===== src/rtl/pic_pkg.sv =====
// Shared types and constants for the PIC priority resolver datapath.
// Holds the acknowledge FSM encoding, mode-bit positions and the rotating-priority rank helper.
package pic_pkg;

    typedef enum logic [0:0] {
        PIC_IDLE = 1'b0,
        PIC_ACK1 = 1'b1
    } pic_state_e;

    // Bit positions inside the {rotate_en, aeoi} mode vector.
    localparam int PIC_MODE_AEOI   = 0;
    localparam int PIC_MODE_ROTATE = 1;

    localparam int PIC_VEC_W = 8;

    // Distance of a level from the current highest-priority slot; 0 is the most urgent.
    function automatic int prio_rank(input int idx, input int lowest, input int n);
        return (idx + n - lowest - 1) % n;
    endfunction

endpackage


===== src/rtl/pic_rotate_scan.sv =====
// Rotating priority scan: finds the first set request starting just above lowest_ptr,
// wrapping modulo NUM_IRQ.
module pic_rotate_scan #(
    parameter int NUM_IRQ = 8,
    parameter int IDX_W   = $clog2(NUM_IRQ)
) (
    input  logic [NUM_IRQ-1:0] req,
    input  logic [IDX_W-1:0]   lowest_ptr,
    output logic               found,
    output logic [IDX_W-1:0]   index
);

    logic [IDX_W-1:0] pos_s;
    logic             hit_s;

    // Walk the levels in priority order; the first hit is kept.
    always_comb begin
        found = 1'b0;
        index = '0;
        pos_s = '0;
        hit_s = 1'b0;
        for (int i = 0; i < NUM_IRQ; i++) begin
            pos_s = IDX_W'((int'(lowest_ptr) + 1 + i) % NUM_IRQ);
            hit_s = req[pos_s] && !found;
            index = hit_s ? pos_s : index;
            found = found | req[pos_s];
        end
    end

endmodule


===== src/rtl/pic_priority_resolver.sv =====
// Interrupt priority resolver: IRR/ISR registers, fully-nested int_o generation,
// two-pulse INTA handshake, EOI handling and priority rotation.
module pic_priority_resolver
    import pic_pkg::*;
#(
    parameter int NUM_IRQ = 8,
    parameter int IDX_W   = $clog2(NUM_IRQ)
) (
    input  logic                 clk,
    input  logic                 rst_n,
    input  logic                 init_done,
    input  logic [NUM_IRQ-1:0]   irq,
    input  logic [NUM_IRQ-1:0]   imr,
    input  logic                 ltim,
    input  logic                 aeoi,
    input  logic                 rotate_en,
    input  logic                 eoi_valid,
    input  logic                 eoi_specific,
    input  logic [IDX_W-1:0]     eoi_level,
    input  logic                 set_prio_valid,
    input  logic                 inta_first,
    input  logic                 inta_second,
    input  logic [PIC_VEC_W-1:0] vec_base,
    output logic                 int_o,
    output logic [PIC_VEC_W-1:0] vector_o,
    output logic                 vector_valid,
    output logic                 spurious,
    output logic [NUM_IRQ-1:0]   irr_o,
    output logic [NUM_IRQ-1:0]   isr_o,
    output logic                 proto_err
);

    localparam logic [IDX_W-1:0]   PTR_RST = IDX_W'(NUM_IRQ - 1);
    localparam logic [NUM_IRQ-1:0] BIT0    = NUM_IRQ'(1);

    logic [NUM_IRQ-1:0]   irq_q_r, irr_r, isr_r;
    logic [IDX_W-1:0]     lowest_ptr_r, ack_idx_r;
    pic_state_e           state_r;
    logic                 ack_spur_r, spurious_r, int_r, vector_valid_r, proto_err_r;
    logic [PIC_VEC_W-1:0] vector_r;

    logic [NUM_IRQ-1:0]   pend_s, ack_set_s, aeoi_clr_s, eoi_clr_s, irr_next_s, isr_next_s;
    logic [IDX_W-1:0]     cand_idx_s, isr_idx_s, eoi_idx_s, ptr_next_s;
    logic                 cand_found_s, isr_found_s, first_ok_s, second_ok_s, proto_hit_s;
    logic                 eoi_hit_s, int_next_s;
    logic [1:0]           mode_s;

    assign pend_s = irr_r & ~imr;

    pic_rotate_scan #(.NUM_IRQ(NUM_IRQ), .IDX_W(IDX_W)) u_cand_scan (
        .req        (pend_s),
        .lowest_ptr (lowest_ptr_r),
        .found      (cand_found_s),
        .index      (cand_idx_s)
    );

    pic_rotate_scan #(.NUM_IRQ(NUM_IRQ), .IDX_W(IDX_W)) u_isr_scan (
        .req        (isr_r),
        .lowest_ptr (lowest_ptr_r),
        .found      (isr_found_s),
        .index      (isr_idx_s)
    );

    // Next-state decode for acknowledge, EOI, rotation and the request registers.
    always_comb begin
        mode_s      = {rotate_en, aeoi};
        first_ok_s  = inta_first && (state_r == PIC_IDLE);
        second_ok_s = inta_second && (state_r == PIC_ACK1);
        proto_hit_s = (inta_first && (state_r == PIC_ACK1)) ||
                      (inta_second && (state_r == PIC_IDLE));
        eoi_idx_s   = eoi_specific ? eoi_level : isr_idx_s;
        eoi_hit_s   = eoi_valid && isr_found_s && (int'(eoi_idx_s) < NUM_IRQ);

        if (first_ok_s && cand_found_s) begin
            ack_set_s = BIT0 << cand_idx_s;
        end else begin
            ack_set_s = '0;
        end

        if (second_ok_s && mode_s[PIC_MODE_AEOI] && !ack_spur_r) begin
            aeoi_clr_s = BIT0 << ack_idx_r;
        end else begin
            aeoi_clr_s = '0;
        end

        if (eoi_hit_s) begin
            eoi_clr_s = BIT0 << eoi_idx_s;
        end else begin
            eoi_clr_s = '0;
        end

        // An explicit EOI outranks AEOI rotation, which outranks set-priority.
        if (eoi_hit_s && mode_s[PIC_MODE_ROTATE]) begin
            ptr_next_s = eoi_idx_s;
        end else if ((aeoi_clr_s != '0) && mode_s[PIC_MODE_ROTATE]) begin
            ptr_next_s = ack_idx_r;
        end else if (set_prio_valid && !eoi_valid && (int'(eoi_level) < NUM_IRQ)) begin
            ptr_next_s = eoi_level;
        end else begin
            ptr_next_s = lowest_ptr_r;
        end

        // Level mode follows the pin; edge mode latches rises and a new rise beats an ack clear.
        if (ltim) begin
            irr_next_s = irq;
        end else begin
            irr_next_s = (irr_r & ~ack_set_s) | (irq & ~irq_q_r);
        end

        isr_next_s = (isr_r & ~(eoi_clr_s | aeoi_clr_s)) | ack_set_s;

        int_next_s = cand_found_s &&
                     (!isr_found_s ||
                      (prio_rank(int'(cand_idx_s), int'(lowest_ptr_r), NUM_IRQ) <
                       prio_rank(int'(isr_idx_s), int'(lowest_ptr_r), NUM_IRQ)));
    end

    // Request, in-service and priority-pointer registers plus the CPU interrupt line.
    always_ff @(posedge clk or negedge rst_n) begin
        if (!rst_n) begin
            irq_q_r      <= '0;
            irr_r        <= '0;
            isr_r        <= '0;
            lowest_ptr_r <= PTR_RST;
            int_r        <= 1'b0;
        end else if (!init_done) begin
            irq_q_r      <= irq;
            irr_r        <= '0;
            isr_r        <= '0;
            lowest_ptr_r <= PTR_RST;
            int_r        <= 1'b0;
        end else begin
            irq_q_r      <= irq;
            irr_r        <= irr_next_s;
            isr_r        <= isr_next_s;
            lowest_ptr_r <= ptr_next_s;
            int_r        <= int_next_s;
        end
    end

    // INTA handshake FSM, vector strobe and sticky sequence error.
    always_ff @(posedge clk or negedge rst_n) begin
        if (!rst_n) begin
            state_r        <= PIC_IDLE;
            ack_idx_r      <= '0;
            ack_spur_r     <= 1'b0;
            spurious_r     <= 1'b0;
            vector_r       <= '0;
            vector_valid_r <= 1'b0;
            proto_err_r    <= 1'b0;
        end else if (!init_done) begin
            state_r        <= PIC_IDLE;
            vector_valid_r <= 1'b0;
        end else begin
            vector_valid_r <= second_ok_s;
            proto_err_r    <= proto_err_r | proto_hit_s;
            if (first_ok_s) begin
                state_r    <= PIC_ACK1;
                ack_idx_r  <= cand_found_s ? cand_idx_s : PTR_RST;
                ack_spur_r <= !cand_found_s;
                spurious_r <= !cand_found_s;
            end else if (second_ok_s) begin
                state_r  <= PIC_IDLE;
                vector_r <= {vec_base[PIC_VEC_W-1:IDX_W], ack_idx_r};
            end
        end
    end

    assign int_o        = int_r;
    assign vector_o     = vector_r;
    assign vector_valid = vector_valid_r;
    assign spurious     = spurious_r;
    assign irr_o        = irr_r;
    assign isr_o        = isr_r;
    assign proto_err    = proto_err_r;

endmodule


===== config.mk =====
export PLATFORM = sky130hd
export DESIGN_NAME = pic_priority_resolver
export DESIGN_NICKNAME = d
export VERILOG_FILES = /design/src/rtl/pic_pkg.sv /design/src/rtl/pic_rotate_scan.sv /design/src/rtl/pic_priority_resolver.sv
export SDC_FILE = /design/constraint.sdc
export NUM_CORES = 1
export LEC_CHECK = 0
export ABC_AREA = 1
export CAP_MARGIN = 25
export CELL_PAD_IN_SITES_DETAIL_PLACEMENT = 1
export CELL_PAD_IN_SITES_GLOBAL_PLACEMENT = 2
export CORE_AREA = 2 2 120 122
export CTS_CLUSTER_SIZE = 25
export DETAILED_ROUTE_END_ITERATION = 7
export DIE_AREA = 0 0 122 124
export MAX_ROUTING_LAYER = met4
export PLACE_DENSITY = 0.84
export SYNTH_ARGS = -nofsm -noshare
export SYNTH_HDL_FRONTEND = slang
export SYNTH_SLANG_ARGS = --single-unit
export TNS_END_PERCENT = 5

===== constraint.sdc =====
create_clock -name clk -period 5.15 [get_ports clk]
set_clock_uncertainty 0.05 [all_clocks]
set_input_delay 0.7725 -clock clk [delete_from_list [all_inputs] [get_ports clk]]
set_output_delay 0.7725 -clock clk [all_outputs]
set_load 0.005 [all_outputs]

==> out/qor.yml <==
status: "completed"
path_depth: 25
numPortBuffers: 62
cts.hold.buffers_added: 0
cp.required_ns: 5.23
p_leak_nw: 2.54
synth_fp_nets: 682
cpPeakStageDelay_ns: 0.58
critPathArrivalTime_ns: 4.82
cp_max_fo: 13
cts.sinks: 43
vias: 4254
gp_congestion: 0.885
r2r_start: "lowest_ptr_r[0]"
reg2reg_setup_slack_ns: 0.42
via_per_inst: 4.85
synth.distinct_cells: 43
final_cell_mix: "nand2_1, inv_1, clkdlybuf4s50_1"
drtPass1Iterations: 4
pwr_density_cell_nw_per_um2: 597
worstSetupEndpointType: "register"
post_drt_wl_per_cell_um: 15.5
fp.dieH_um: 124
avgSynthCellArea_um2: 6.53
criticalPathCategory: "register to register"
cts_root_buf: "clkbuf_16"
synth_edf_count: 0
slew_headroom_pct: 47.4
setup_viol: 0
detail-route-antenna-nets: 0
final_cells: 878
core_um2: 13700
finalCritPeriodShare_pct: 91.9
placed_area_um2: 4880
maxSlewViolCount: 0
final_common_cell: "nand2_1"
timing.fmax_mhz: 211
io_pins: 66
dp_slack_ns: -0.0217
dieArea_um2: 15100
tightest_slew_ns: 0.789
initial_core_util_pct: 29.8
drt_wl_total_um: 13600
hpwl_um: 10900
first_iter_violations: 199
track_usage_pct: 19.2
ys_warn_count: 0
post-route-cell-area_um2: 5140
diodes: 0
r2r_cells: 25
num_rows: 43
path_clk_slew_ns: 0.06
timing.final.crit_period_ns: 4.73
drive_gt1_share_pct: 15.8
antenna_found_initial: 0
hold_viol_final: 0
clock_latency_ns: 0.29
area_delta_synth_final_pct: 25.5
cts_inserted_buffers: 5
worst-path-buf-inv: 3
synth-async-reset-ratio_pct: 100
utilization_pct: 37.4
drv_cap: 0
critical_path.top_delay_family: "adder cells"
synth_area_um2: 4090
cts_max_path_buffers: 2
slowest_stage: "dfstp_2"
grt_setup_unrepaired: "no"
ys_seq_elements: 43
die_width_um: 122
drt_drc_violations_left: 0
cts_max_level: 2
hold_class: "input pin to asynchronous set/reset pin"
synth_ff_type: "dfrtp_1"
final_nets: 752
ir_drop_mv: 0.319
start_kind: "register"
fin_ws_ns: 0.416
cts_tree: "done"
grt_overflow: 0
crit_path_start: "lowest_ptr_r[0]"
seq_area_frac_synth_pct: 26.4
syn_inst: 627
grt_pass1_wl_um: 22300
dpl.cell_count: 862
cp_common_cell: "nand2_1"
grt_max_degree: 44
grt_pass1_vias: 4407
setup-tns-final_ns: 0
==> what timing repair did <==
item	in CTS	in global routing
resized for setup	0	11
setup endpoints to repair	0	1
setup buffers	0	7
==> synth_stat cells (4+ instances only) <==
cell        n  area share [%]
nand2_1   220              20
inv_1      67             6.1
nand3_1    44             5.4
dfrtp_1    40              24
nor2_1     36             3.3
o21ai_0    29             3.5
a21oi_1    27             3.3
nand2_2    18             2.8
ha_1       15             4.6
o21ai_1    15             1.8
nand3_2    13             3.2
inv_2      12             1.1
a41oi_1     8             1.7
nand2_4     8             2.2
nand4_1     8             1.2
buf_4       6             1.1
buf_6       5             1.4
o21ai_2     5             1.1
clkbuf_1    4            0.37
==> sequential cells by signal, indices dropped and copies added (netlist names) <==
| register | cells |
|---|---|
| vector_valid | 1 |
| irq_q_r | 8 |
| isr_o | 8 |
| vector_o | 8 |
| state_r | 1 |
| proto_err | 1 |
| lowest_ptr_r | 3 |
| irr_o | 8 |
| spurious | 1 |
| ack_idx_r | 3 |
| int_o | 1 |
==> metal layers <==
layer,track usage [%],vias up,share of wire [%]
li1,-,2160,-
met1,25.7,2031,48
met2,32.0,53,49
met3,1.79,10,1.9
met4,3.81,0,0.87
met5,-,-,0
==> path summary, 6_finish.rpt <==
kind,to
max,int_o
min,irq_q_r[1]
max reg2reg,int_o
min reg2reg,vector_o[6]
max in group asynchronous,lowest_ptr_r[0]
min in group clk,vector_o[6]
==> through the flow <==
step	total power, mW	hold slack, ns
6_report	3.07	0.229
5_1_grt	3.40	0.223
4_1_cts	2.96	0.433
3_5_place_dp	2.63	0.406
3_3_place_gp	2.54	0.401
2_1_floorplan	1.99	0.407
==> cell families (layout without fill, tap and decap cells) <==
logic type               Yosys count  after routing  share of synthesized area [%]
AND/OR/NAND/NOR                  364            364                           41.8
buffers and inverters            101            172                           11.0
AO/OA/AOI/OAI                     98             98                           14.4
flip-flops                        43             43                           26.4
adder cells (fa/ha/maj)           17             17                           5.57
XOR/XNOR                           4              4                          0.856
==> area by class of cell <==
type,instances,area [um^2]
Clock buffer,7,133
Clock inverter,1,5.00
Fill cell,1784,8580
Inverter,84,323
Multi-Input combinational cell,483,2600
Sequential cell,43,1080
Tap cell,180,225
Timing Repair Buffer,80,767
==> power breakdown <==
part / total [mW] / internal (mW) / switching (mW)
Combinational: 2.27 / 0.859 / 1.41
Sequential: 0.492 / 0.411 / 0.0813
Clock: 0.304 / 0.179 / 0.125
Total: 3.07 / 1.45 / 1.62
Note: power is estimated with default switching activity, not from simulation.
